===== src/rtl/bus_arbiter_4x1.sv =====
// Four-requester round-robin bus arbiter with a single-word handshake per grant.
// A grant ends on transfer, withdrawal or wait timeout; one IDLE cycle always follows.
module bus_arbiter_4x1 #(
    parameter int unsigned MAX_WAIT = 15
) (
    input  logic        clk,
    input  logic        rst_n,
    input  logic [3:0]  req,
    input  logic [15:0] in0,
    input  logic [15:0] in1,
    input  logic [15:0] in2,
    input  logic [15:0] in3,
    input  logic        out_ready,
    output logic [15:0] out_data,
    output logic        out_valid,
    output logic [3:0]  grant,
    output logic [1:0]  sel,
    output logic [3:0]  ack,
    output logic        timeout,
    output logic        busy
);

    typedef enum logic [0:0] {StIdle, StGrant} state_e;

    state_e      state_q, state_d;
    logic [1:0]  ptr_q, ptr_d;
    logic [1:0]  sel_q, sel_d;
    logic [7:0]  cnt_q, cnt_d;
    logic [3:0]  grant_q, grant_d;
    logic [3:0]  ack_q, ack_d;
    logic        timeout_q, timeout_d;
    logic [1:0]  win;

    // First requester at or after ptr, wrapping modulo 4.
    always_comb begin
        win = ptr_q;
        for (int k = 3; k >= 0; k--) begin
            if (req[ptr_q + 2'(k)]) begin
                win = ptr_q + 2'(k);
            end
        end
    end

    always_comb begin
        state_d   = state_q;
        ptr_d     = ptr_q;
        sel_d     = sel_q;
        cnt_d     = cnt_q;
        grant_d   = grant_q;
        ack_d     = 4'b0000;
        timeout_d = 1'b0;
        unique case (state_q)
            StIdle: begin
                if (req != 4'b0000) begin
                    sel_d   = win;
                    grant_d = 4'b0001 << win;
                    cnt_d   = 8'd0;
                    state_d = StGrant;
                end
            end
            StGrant: begin
                // Withdrawal wins over transfer.
                if (!req[sel_q]) begin
                    state_d = StIdle;
                    grant_d = 4'b0000;
                    ptr_d   = sel_q + 2'd1;
                end else if (out_ready) begin
                    state_d = StIdle;
                    grant_d = 4'b0000;
                    ptr_d   = sel_q + 2'd1;
                    ack_d   = 4'b0001 << sel_q;
                end else begin
                    cnt_d = cnt_q + 8'd1;
                    if (cnt_q == 8'(MAX_WAIT - 1)) begin
                        state_d   = StIdle;
                        grant_d   = 4'b0000;
                        ptr_d     = sel_q + 2'd1;
                        timeout_d = 1'b1;
                    end
                end
            end
            default: begin
                state_d = StIdle;
                grant_d = 4'b0000;
            end
        endcase
    end

    always_ff @(posedge clk or negedge rst_n) begin
        if (!rst_n) begin
            state_q   <= StIdle;
            ptr_q     <= 2'd0;
            sel_q     <= 2'd0;
            cnt_q     <= 8'd0;
            grant_q   <= 4'b0000;
            ack_q     <= 4'b0000;
            timeout_q <= 1'b0;
        end else begin
            state_q   <= state_d;
            ptr_q     <= ptr_d;
            sel_q     <= sel_d;
            cnt_q     <= cnt_d;
            grant_q   <= grant_d;
            ack_q     <= ack_d;
            timeout_q <= timeout_d;
        end
    end

    always_comb begin
        out_data = 16'h0000;
        if (state_q == StGrant) begin
            unique case (sel_q)
                2'd0: out_data = in0;
                2'd1: out_data = in1;
                2'd2: out_data = in2;
                2'd3: out_data = in3;
                default: out_data = 16'h0000;
            endcase
        end
    end

    assign out_valid = (state_q == StGrant);
    assign busy      = (state_q == StGrant);
    assign grant     = grant_q;
    assign sel       = sel_q;
    assign ack       = ack_q;
    assign timeout   = timeout_q;

endmodule


===== config.mk =====
export PLATFORM = sky130hd
export DESIGN_NAME = bus_arbiter_4x1
export DESIGN_NICKNAME = d
export VERILOG_FILES = /design/src/rtl/bus_arbiter_4x1.sv
export SDC_FILE = /design/constraint.sdc
export NUM_CORES = 1
export LEC_CHECK = 0
export ABC_AREA = 0
export CAP_MARGIN = 20
export CORE_MARGIN = 3
export CORE_UTILIZATION = 40
export CTS_CLUSTER_DIAMETER = 30
export DETAILED_ROUTE_END_ITERATION = 8
export GPL_TIMING_DRIVEN = 0
export PLACE_DENSITY = 0.86
export SLEW_MARGIN = 30
export SYNTH_ARGS = -nofsm -noshare
export SYNTH_HDL_FRONTEND = slang
export SYNTH_SLANG_ARGS = --single-unit

===== constraint.sdc =====
create_clock -name clk -period 5 [get_ports clk]
set_input_delay 1.25 -clock clk [delete_from_list [all_inputs] [get_ports clk]]
set_output_delay 1.25 -clock clk [all_outputs]
set_load 0.1 [all_outputs]

==> Word-level counts from Yosys, hierarchy flattened <==
Cells that the tools add are included.
{ "totals": {"ff_bits": 22, "latch_bits": 0, "ramBits": 0, "rom_bits": 0, "input_bits": 71, "out_inout_bits": 29, "word_cells": 75, "memories": 0} }
{ "classes": {"addsub": 5, "multipliers": 0, "n_div": 0, "magnitude_cmp": 5, "eq_ne": 9, "shift": 2, "muxes": 40, "bitwise_logic": 1, "reduce_logical": 6} }
{ "ops": {"columns": ["op", "n"], "rows": [
  ["$pmux 16 s4", 1],
  ["$mux 4", 7],
  ["$mux 8", 3],
  ["$mux 16", 1],
  ["$pmux 8 s2", 1],
  ["$lt 2x3->1 const B", 5],
  ["$mux 2", 7],
  ["$mux 1", 13],
  ["$bmux 1 s2", 5],
  ["$add 8x1->8 const B", 1],
  ["$eq 8x4->1 const B", 1],
  ["$pmux 4 s2", 1],
  ["$shl 1x2->4 const A", 2],
  ["$reduce_and 2->1", 3],
  ["$add 2x1->2 const B", 2],
  ["$add 2x2->2 const B", 2],
  ["$eq 2x2->1 const B", 2],
  ["$ne 2x2->1 const B", 2],
  ["$ne 4x3->1 const B", 1],
  ["$reduce_bool 4->1", 1],
  ["$ne 3x2->1 const B", 1],
  ["$reduce_and 3->1", 1],
  ["$eq 2x1->1 const B", 1],
  ["$logic_not 2->1", 1],
  ["other kinds (3)", 3]
]} }

==> Logic depth before layout (Yosys ltp) <==
Gate-level depths: netlist of the first run.
{ "depth": {"ltp_word": 10, "mapped_depth": 8, "mapped_depth_nobuf": 6} }

==> Worst setup path after synthesis of the first run <==
No wires, ideal clock.
{ "synth_timing": {"path_type": "register to output", "from": "reg sel_q[1] (netlist: sel[1])", "to": "out out_data[10]", "arrival_time_ps": 3319, "required_time_ps": 3750, "setup_slack_ps": 431, "path_stages_with_launch": 8, "n_path_buf": 2, "path_cell_list": "dfrtp_1 > ha_1 > clkbuf_1 > clkbuf_1 > a222oi_1 > nor2_1 > a21oi_1 > nor2_1"} }
{ "synth_between": {"elab_chain_cells": 3, "elab_cells_between_ends": 6, "cone_classes": "3 x eq/ne; 2 x mux; 1 x reduce/logical"} }
{ "synth_rtl": {"columns": ["element", "line", "source"], "rows": [
  ["from (decl)", "27", "logic [1:0] sel_q, sel_d;"],
  ["from (signal assigned)", "101", "sel_q <= sel_d;"],
  ["$eq 2x2->1 (tied with other cells)", "112", "unique case (sel_q)"],
  ["$pmux 16 s4 *", "112", null],
  ["$mux 16 *", "111", "if (state_q == StGrant) begin"],
  ["to (decl)", "14", "output logic [15:0] out_data,"]
]} }
Mark *: on every way between the ends. The rest lies on a longest branch, timed or not.

==> Final worst setup path of the first run <==
{ "layout_timing": {"from": "reg sel_q[0] (netlist: sel[0])", "to": "out out_data[14]"} }
Same word-level chain as after synthesis.

==> results of run 1 <==
-- how the worst min path moves through the flow --
stage	start	endpoint	slack, ns	cells after the start
after CTS	cnt_q[7]$_DFFE_PN0P_	cnt_q[7]$_DFFE_PN0P_	0.48	1
after detailed placement	cnt_q[7]$_DFFE_PN0P_	cnt_q[7]$_DFFE_PN0P_	0.47	1
final	cnt_q[7]$_DFFE_PN0P_	cnt_q[7]$_DFFE_PN0P_	0.49	1
after global routing	cnt_q[7]$_DFFE_PN0P_	cnt_q[7]$_DFFE_PN0P_	0.53	1
after floorplan	cnt_q[7]$_DFFE_PN0P_	cnt_q[7]$_DFFE_PN0P_	0.45	1
after global placement	cnt_q[7]$_DFFE_PN0P_	cnt_q[7]$_DFFE_PN0P_	0.46	1
-- area by class of cell --
class / instances / area (µm²)
multi-input cells: 146 / 967
inverters: 5 / 18.8
plain buffers: 15 / 71.3
flip-flops and latches: 22 / 551
clock buffers: 3 / 41.3
well taps: 48 / 60.1
fillers: 305 / 1080
repair buffers: 99 / 986
-- power by group through the flow --
stage / registers (mW) / logic [mW] / clock network [mW]
after global routing: 0.291 / 1.71 / 0.120
final: 0.283 / 1.62 / 0.111
after global placement: 0.281 / 1.61 / 0
after CTS: 0.282 / 1.62 / 0.112
after floorplan: 0.496 / 1.00 / 0
after detailed placement: 0.285 / 1.62 / 0
-- metal layers --
layer  vias to the layer above  track usage, %  routed length (µm)
met1                       896            26.6                2100
li1                        933               -                   -
met4                         0            9.98                 182
met2                        89            36.1                2540
met3                        14            4.64                 418
met5                         -               0                   0
-- flip-flops by register name (all words and copies together) (netlist names) --
name,cells
grant,4
ack,4
timeout,1
busy,1
sel,2
cnt_q,8
ptr_q,2
-- logic make-up after synthesis --
kind of cell	count (synthesis)	share of synthesized area (%)
adder cells (fa/ha/maj)	7	5.45
multiplexers	5	3.27
buffers and inverters	20	5.60
AND/OR/NAND/NOR	67	19.6
AO/OA/AOI/OAI	67	31.8
flip-flops	22	34.2
-- synth_stat cells, types with 2 or more instances --
cell,count
nor2_1,37
dfrtp_1,22
a21oi_1,17
a222oi_1,16
clkbuf_1,9
nand2_1,8
ha_1,7
and2_1,5
inv_1,5
o21ai_1,5
o311ai_1,5
nand3_1,4
o22ai_1,4
buf_2,3
mux2i_1,3
o41ai_1,3
a32o_1,2
nand4_1,2
nor2b_1,2
o211ai_1,2
o21ai_0,2
o31ai_1,2
-- stage by stage --
stage          instance area, µm²  hold WS [ns]
6_report                     2700         0.492
5_1_grt                      2700         0.526
4_1_cts                      2700         0.485
3_5_place_dp                 2660         0.475
3_3_place_gp                 2660         0.464
2_1_floorplan                1610         0.445
==> reports/metrics.cfg, run 1 <==
[outcome]
status = finished clean

[cts]
cts_root_buf = clkbuf_8
htree_levels = 1
cts_buffers = 3
clock_latency_ns = 0.27
postCtsSetupRepairBufs = 0
clk_pin_slew_ns = 0.08
cts_tree = built
cts_hold_buffers = 0
cts_buffer_depth = 2
cts_resized = 0
cts_sinks = 22

[logic_synthesis]
synth_nets = 266
async_flop_share_pct = 100
ys_seq_area_share_pct = 34.2
ys_ff_latch = 22
synth_cells = 188
netlist.area_leader.share_pct = 34.2
synth_warnings = 0
synth.distinct_cells = 45
ys.flop_type = dfrtp_1
syn_area_per_cell_um2 = 8.55
netlist_area_um2 = 1610
synth-edff-count = 0
synth_top_cell_by_area = dfrtp_1
synth.area.top_cells = dfrtp_1 (34%), a222oi_1 (10%), nor2_1 (8.6%)

[layout]
final_cell_mix = clkdlybuf4s50_1 (98), nor2_1 (37), dfrtp_1 (22)
final_common_cell = clkdlybuf4s50_1
synthToLayoutAreaGrowth_pct = 67.6
post-route-util_pct = 71.5
drive_gt1_share_pct = 5.17
insertedDiodeCount = 0
stdcell_count = 338
final_nets = 370

[sta]
tns_ns = 0
finalCritPeriodShare_pct = 93.5
fin_crit_ns = 4.67
relSlewSlack_pct = 31.2
finalHoldViolCount = 0
rsz0062_at_grt = no
clock.fmax_ghz = 0.214
clock_skew_ns = 0.00597
finalSetupViolations = 0
fin_ws_ns = 0.325
slew_violations = 0
worstMarginPinSlew_ns = 1.03

[setup_path]
crit_chain = inv_1 > ha_1 > clkbuf_1 > clkbuf_1 > a222oi_1 > nor2_1 > a21oi_1 > nor2_1 > clkdlybuf4s50_1
critical_path_class = reg -> out
cp.required_ns = 3.75
crit_family = buffers and inverters
critical_path_depth = 9
endpoint_kind = primary output
ff2ff_setup_slack_ns = 3.09
worstPathArrival_ns = 3.42
cp-start-kind = register
critPathMaxStageDelay_ns = 1.16
path_buf_inv = 4
reg2reg_to = ptr_q[1]$_DFFE_PN0P_
critical-path-slowest-cell = clkdlybuf4s50_1
r2r-start = cnt_q[0]$_DFFE_PN0P_
rr_worst_depth = 6
cp-endpoint = out_data[14]
critPathLaunch = sel[0]$_DFFE_PN0P_
crit_path_max_fanout = 10

[route]
drt_first_iter_violations = 175
wire_per_inst_um = 15.5
dr.pass1.iters = 5
wl_um = 5240
dr_total_vias = 1932
drc = 0
antenna_left = 0
drt-vias-per-instance = 5.72

[placement]
dpl.cell_count = 335
place_congestion = 0.842
hpwl_um = 4240
dp_slack_ns = 0.477
portBuffers = 99

[global_routing]
grt_max_degree = 23
grt-ovfl-total = 0
grt_pass1_vias = 1950
grt_first_pass_wirelength_um = 8580
grtUsageTotal_pct = 21.7
antenna_found_initial = 0

[floorplanning]
die_w_um = 69.4
dieArea_um2 = 4820
dieHeight_um = 69.4
core_um2 = 3770
rows = 22
start_util_pct = 42.6
io_pins = 100

[power]
swShare_pct = 65.0
p_per_area_nw_per_um2 = 747
power.leakage_nw = 1.09
internal-power_mw = 0.705
fin_total_pwr_mw = 2.01
peakVddDrop_mv = 0.509
p_comb_share_pct = 80.4
p_seq_share_pct = 14.1
p_sw_mw = 1.31
p_clk_share_pct = 5.5

[worst_hold_path]
hp-class = reg -> reg

[job]
drv.max_cap_violation_count = 0

Note: power is estimated with default switching activity, not from simulation.
==> run 2, diff against run 1 <==
--- a/config.mk
+++ b/config.mk
@@ -7,7 +7,6 @@
 export LEC_CHECK = 0
 export ABC_AREA = 0
 export CAP_MARGIN = 20
-export CORE_MARGIN = 3
 export CORE_UTILIZATION = 40
 export CTS_CLUSTER_DIAMETER = 30
 export DETAILED_ROUTE_END_ITERATION = 8
==> run 2 against run 1 <==
Sequential power hardly changed; combinational power hardly changed; critical path depth stayed put; critical endpoint is now out_data[11]; clock skew is 0.0044 ns lower; sequential cell count stayed put; largest cell class unchanged; hold slack better by 0.0088 ns; routed wire length is 3.8% lower; core utilization stayed put; worst setup slack better by 0.0091 ns.
==> reports/metrics.cfg, run 2 (synthesis results as in run 1) <==
[setup_path]
reg2reg_to = ptr_q[1]$_DFFE_PN0P_
crit_family = buffers and inverters
cp.required_ns = 3.75  ; about the same
worstPathArrival_ns = 3.42  ; about the same
cp-start-kind = register
critical-path-slowest-cell = clkdlybuf4s50_1
critPathMaxStageDelay_ns = 1.15  ; about the same
crit_path_max_fanout = 10  ; unchanged
crit_chain = inv_1 > ha_1 > clkbuf_1 > clkbuf_1 > a222oi_1 > nor2_1 > a21oi_1 > nor2_1 > clkdlybuf4s50_1
r2r-start = cnt_q[0]$_DFFE_PN0P_
critical_path_class = reg -> out
endpoint_kind = primary output
ff2ff_setup_slack_ns = 3.09  ; about the same
rr_worst_depth = 6  ; unchanged
path_buf_inv = 4  ; unchanged

[cts]
cts_buffers = 3  ; unchanged
cts_tree = built
cts_root_buf = clkbuf_8
cts_buffer_depth = 2  ; unchanged
clock_latency_ns = 0.26  ; about the same
htree_levels = 1  ; unchanged
cts_sinks = 22  ; unchanged
clk_pin_slew_ns = 0.08  ; about the same
cts_hold_buffers = 0  ; unchanged
cts_resized = 0  ; unchanged
postCtsSetupRepairBufs = 0  ; unchanged

[global_routing]
busiest_layer = met2
grt_first_pass_wirelength_um = 8310  ; -3.1%
grt-ovfl-total = 0  ; unchanged
grt_max_degree = 23  ; unchanged
grtUsageMet1_pct = 31.7  ; +5.1 points
use_met3_pct = 4.17  ; -0.47 points
grt_pass1_vias = 1816  ; -6.9%
antenna_found_initial = 0  ; unchanged
grtUsageTotal_pct = 24.8  ; +3.1 points
grt_util_met2_pct = 42.9  ; +6.8 points

[sta]
finalCritPeriodShare_pct = 93.3  ; -0.18 points
clock_skew_ns = 0.00153  ; -0.00444 ns
tns_ns = 0  ; unchanged
fin_crit_ns = 4.67  ; -0.00906 ns
slew_violations = 0  ; unchanged
finalHoldViolCount = 0  ; unchanged
finalSetupViolations = 0  ; unchanged
fin_ws_ns = 0.334  ; +0.00906 ns
relSlewSlack_pct = 32.4  ; +1.2 points
clock.fmax_ghz = 0.214  ; +0.19%
rsz0062_at_grt = no
worstMarginPinSlew_ns = 1.01  ; -0.0184 ns

[route]
wire_per_inst_um = 14.9  ; -3.8%
dr_total_vias = 1895  ; -1.9%
drt_first_iter_violations = 192  ; +9.7%
antenna_left = 0  ; unchanged
drc = 0  ; unchanged
drt-vias-per-instance = 5.61  ; -1.9%
dr.pass1.iters = 8  ; +3
wl_um = 5040  ; -3.8%

[worst_hold_path]
hp-class = reg -> reg
min_from = cnt_q[7]$_DFFE_PN0P_
hold_depth = 1  ; unchanged
hold_path_end = cnt_q[7]$_DFFE_PN0P_

[floorplanning]
core_um2 = 3770  ; unchanged
die_w_um = 65.4  ; -5.8%
dieArea_um2 = 4280  ; -11%
start_util_pct = 42.6  ; unchanged
rows = 22  ; unchanged
io_pins = 100  ; unchanged
dieHeight_um = 65.4  ; -5.8%

[outcome]
status = finished clean

[placement]
portBuffers = 99  ; unchanged
place_congestion = 0.857  ; +1.7%
hpwl_um = 3990  ; -5.9%
dp_slack_ns = 0.478  ; +0.000333 ns

[layout]
top_register = cnt_q
final_common_cell = clkdlybuf4s50_1
final_nets = 370  ; unchanged
insertedDiodeCount = 0  ; unchanged
drive_gt1_share_pct = 5.17  ; unchanged
synthToLayoutAreaGrowth_pct = 67.6  ; unchanged
final_cell_mix = clkdlybuf4s50_1 (98), nor2_1 (37), dfrtp_1 (22)
largest_reg_flops = 8  ; unchanged

[power]
power.leakage_nw = 1.09  ; unchanged
p_per_area_nw_per_um2 = 745  ; -0.27%
peakVddDrop_mv = 0.661  ; +30%

[job]
drv.max_cap_violation_count = 0  ; unchanged

run 2: cell counts in the layout (fill, tap and decap cells not counted):
Identical to the previous run, type by type.
run 2: cell type report:
cell class	count	area (µm²)
plain buffers	15	71.3
clock buffers	3	41.3
fillers	308	1080
inverters	5	18.8
multi-input cells	146	967
flip-flops and latches	22	551
well taps	48	60.1
repair buffers	99	986
run 2: power breakdown:
part / switching (mW) / leakage [nW] / internal (mW)
registers: 0.0591 / 0.292 / 0.223
logic: 1.19 / 0.774 / 0.427
clock network: 0.0573 / 0.0216 / 0.0538
total: 1.30 / 1.09 / 0.704
run 2: worst reg2reg max path: stages, from the launching register on:
cell and delay, ns:
dfrtp_1 0.46, inv_1 0.09, ha_1 0.14, nand4b_1 0.13, or4_4 0.46, a21oi_4 0.18
mux2_1 0.34
run 2: how the worst max path moves through the flow:
stage	from	endpoint	slack [ns]	depth (start not counted)
3_3_place_gp	in2[5]	out_data[5]	0.50	6
3_5_place_dp	in2[15]	out_data[15]	0.48	6
5_1_grt	sel[0]$_DFFE_PN0P_	out_data[14]	0.18	9
2_1_floorplan	sel[1]$_DFFE_PN0P_	out_data[10]	0.43	7
6_report	sel[0]$_DFFE_PN0P_	out_data[11]	0.33	9
4_1_cts	sel[0]$_DFFE_PN0P_	out_data[11]	0.38	9
run 2: routing by layer:
layer  wire length [µm]  vias up
met3                331        8
met4                 80        0
met5                  0        -
li1                   -      931
met2               2510       84
met1               2120      872
run 2: through the flow:
stage | instances | cell area (µm²) | total power, mW | hold slack (ns) | utilization [%]
floorplan | 188 | 1610 | 1.50 | 0.445 | -
global placement | 335 | 2660 | 1.88 | 0.465 | 70.5
detailed placement | 335 | 2660 | 1.90 | 0.491 | 70.5
CTS | 338 | 2700 | 2.01 | 0.501 | 71.6
global route | 338 | 2700 | 2.11 | 0.539 | 71.5
finish | 338 | 2700 | 2.01 | 0.500 | 71.5
==> run 3, diff against run 2 <==
--- a/config.mk
+++ b/config.mk
@@ -7,10 +7,12 @@
 export LEC_CHECK = 0
 export ABC_AREA = 0
 export CAP_MARGIN = 20
+export CORE_ASPECT_RATIO = 0.6
 export CORE_UTILIZATION = 40
 export CTS_CLUSTER_DIAMETER = 30
 export DETAILED_ROUTE_END_ITERATION = 8
 export GPL_TIMING_DRIVEN = 0
+export MAX_ROUTING_LAYER = met4
 export PLACE_DENSITY = 0.86
 export SLEW_MARGIN = 30
 export SYNTH_ARGS = -nofsm -noshare
==> run 3 against run 2 <==
The run now ends with DRC left; register-to-register slack worse by 0.11 ns; core utilization is 0.45 points higher; non-clock buffer count stayed put; sequential share of layout area is 0.094 points lower; via count is 3.7% higher; first-iteration DRC count is 4.2% lower; total power is 1.8% higher; clock power is 15% higher; cell count stayed put; clock skew is 0.00095 ns higher; sequential cell count stayed put; routed wire length is 13% higher; critical endpoint is now out_data[6]; largest cell class unchanged.
==> reports/metrics.cfg, run 3 (synthesis results as in run 1) <==
[sta]
clock.fmax_ghz = 0.213  ; -0.78%
worstMarginPinSlew_ns = 1.02  ; +0.0101 ns
relSlewSlack_pct = 31.7  ; -0.67 points
slew_violations = 0  ; unchanged
rsz0062_at_grt = no
finalHoldViolCount = 0  ; unchanged
tns_ns = 0  ; unchanged
finalSetupViolations = 0  ; unchanged
fin_crit_ns = 4.70  ; +0.0366 ns
finalCritPeriodShare_pct = 94.0  ; +0.73 points
clock_skew_ns = 0.00248  ; +0.000952 ns

[global_routing]
grtUsageTotal_pct = 28.7  ; +3.9 points
grt_pass1_vias = 1896  ; +4.4%
grt_first_pass_wirelength_um = 9320  ; +12%
grt-ovfl-total = 0  ; unchanged
antenna_found_initial = 0  ; unchanged
grt_max_degree = 23  ; unchanged

[route]
drc = 8  ; +8
dr.pass1.iters = 8  ; unchanged
dr_total_vias = 1966  ; +3.7%
wl_um = 5690  ; +13%
wire_per_inst_um = 16.8  ; +13%
drt_first_iter_violations = 184  ; -4.2%
drt-vias-per-instance = 5.82  ; +3.7%
antenna_left = 0  ; unchanged

[worst_hold_path]
min_from = cnt_q[7]$_DFFE_PN0P_
hold_path_end = cnt_q[7]$_DFFE_PN0P_
hold_depth = 1  ; unchanged
hp-class = reg -> reg

[power]
p_sw_mw = 1.32  ; +1.4%
p_comb_share_pct = 79.8  ; -0.6 points
internal-power_mw = 0.722  ; +2.5%
p_per_area_nw_per_um2 = 755  ; +1.3%
power.leakage_nw = 1.09  ; +0.66%
p_clk_share_pct = 6.3  ; +0.8 points
swShare_pct = 64.7  ; -0.25 points
peakVddDrop_mv = 0.482  ; -27%
fin_total_pwr_mw = 2.04  ; +1.8%
p_seq_share_pct = 13.9  ; -0.2 points

[setup_path]
crit_family = buffers and inverters
crit_path_max_fanout = 10  ; unchanged
critPathMaxStageDelay_ns = 1.18  ; +0.03 ns
reg2reg_to = cnt_q[6]$_DFFE_PN0P_
critical-path-slowest-cell = clkdlybuf4s50_1
r2r-start = sel[0]$_DFFE_PN0P_
cp-start-kind = register
endpoint_kind = primary output
critical_path_class = reg -> out
rr_worst_depth = 5  ; -1
path_buf_inv = 4  ; unchanged
crit_chain = inv_1 > ha_1 > clkbuf_1 > clkbuf_1 > a222oi_1 > nor2_1 > a21oi_1 > nor2_1 > clkdlybuf4s50_1
cp.required_ns = 3.75  ; about the same
worstPathArrival_ns = 3.45  ; +0.03 ns
ff2ff_setup_slack_ns = 2.98  ; -0.11 ns

[layout]
final_common_cell = clkdlybuf4s50_1
final_nets = 370  ; unchanged
final_cell_mix = clkdlybuf4s50_1 (98), nor2_1 (37), dfrtp_1 (22)
largest_reg_flops = 8  ; unchanged
synthToLayoutAreaGrowth_pct = 68.4
post-route-util_pct = 71.9  ; +0.45 points
drive_gt1_share_pct = 5.50  ; +0.33 points
top_register = cnt_q
insertedDiodeCount = 0  ; unchanged
fillCellCount = 307  ; -0.32%
multi_input_area_um2 = 967  ; unchanged
seq_area_um2 = 551  ; unchanged

[outcome]
violations = DRC
status = finished with violations

[floorplanning]
io_pins = 100  ; unchanged
core_um2 = 3760  ; -0.17%
die_w_um = 83.9  ; +28%
rows = 17  ; -23%
start_util_pct = 42.7  ; +0.071 points
dieArea_um2 = 4290  ; +0.20%
dieHeight_um = 51.1  ; -22%

[cts]
cts_tree = built
cts_resized = 0  ; unchanged
cts_buffers = 3  ; unchanged
cts_root_buf = clkbuf_8
postCtsSetupRepairBufs = 0  ; unchanged
clk_pin_slew_ns = 0.08  ; about the same
htree_levels = 1  ; unchanged
clock_latency_ns = 0.26  ; about the same
cts_buffer_depth = 2  ; unchanged
cts_hold_buffers = 0  ; unchanged
cts_sinks = 22  ; unchanged

[placement]
hpwl_um = 4490  ; +12%
place_congestion = 0.904  ; +5.5%
portBuffers = 99  ; unchanged

[job]
drv.max_cap_violation_count = 0  ; unchanged

-- run 3: changes by cell type in the layout (fill, tap and decap cells not counted) --
cell and delta:
clkbuf_8 +1
-- run 3: how the worst max path moves through the flow --
stage / start / endpoint / slack, ns / cells past startpoint
after floorplan: sel[1]$_DFFE_PN0P_ / out_data[10] / 0.43 / 7
after global placement: in2[9] / out_data[9] / 0.52 / 6
after detailed placement: in2[11] / out_data[11] / 0.48 / 6
after CTS: sel[0]$_DFFE_PN0P_ / out_data[10] / 0.36 / 9
after global routing: sel[1]$_DFFE_PN0P_ / out_data[8] / 0.05 / 9
final: sel[0]$_DFFE_PN0P_ / out_data[6] / 0.30 / 9
-- run 3: area by class of cell --
cell class / instances / share of cell area [%]
timing repair buffer: 99 / 36.4
multi-input combinational: 146 / 35.7
sequential: 22 / 20.3
buffer: 15 / 2.63
tap: 47 / 2.17
clock buffer: 4 / 2.03
inverter: 5 / 0.693
-- run 3: through the flow --
stage	cells	hold slack, ns	setup slack, ns	area [µm²]
floorplan	188	0.445	0.431	1610
global placement	334	0.463	0.516	2660
detailed placement	334	0.477	0.475	2650
CTS	338	0.486	0.359	2710
global route	338	0.513	0.0541	2710
finish	338	0.487	0.298	2710
-- run 3: worst register-to-register path, cell delays in order, from the launching register on --
cell       delay (ns)
dfrtp_1          0.52
mux2i_1          0.42
a2bb2oi_1        0.43
buf_2            0.30
o311ai_1         0.15
o41ai_1          0.09
-- run 3: power groups by stage --
stage | logic, mW | registers (mW) | clock network [mW]
6_report | 1.63 | 0.285 | 0.128
2_1_floorplan | 1.00 | 0.496 | 0
5_1_grt | 1.72 | 0.296 | 0.140
3_3_place_gp | 1.60 | 0.284 | 0
3_5_place_dp | 1.62 | 0.285 | 0
4_1_cts | 1.63 | 0.283 | 0.129
-- run 3: routing by layer --
layer	GRT usage (%)	up-vias	wire, µm
met5	-	-	0
met4	7.47	0	59
met3	7.27	8	372
met2	45.1	83	2610
met1	37.4	941	2650
li1	-	934	-
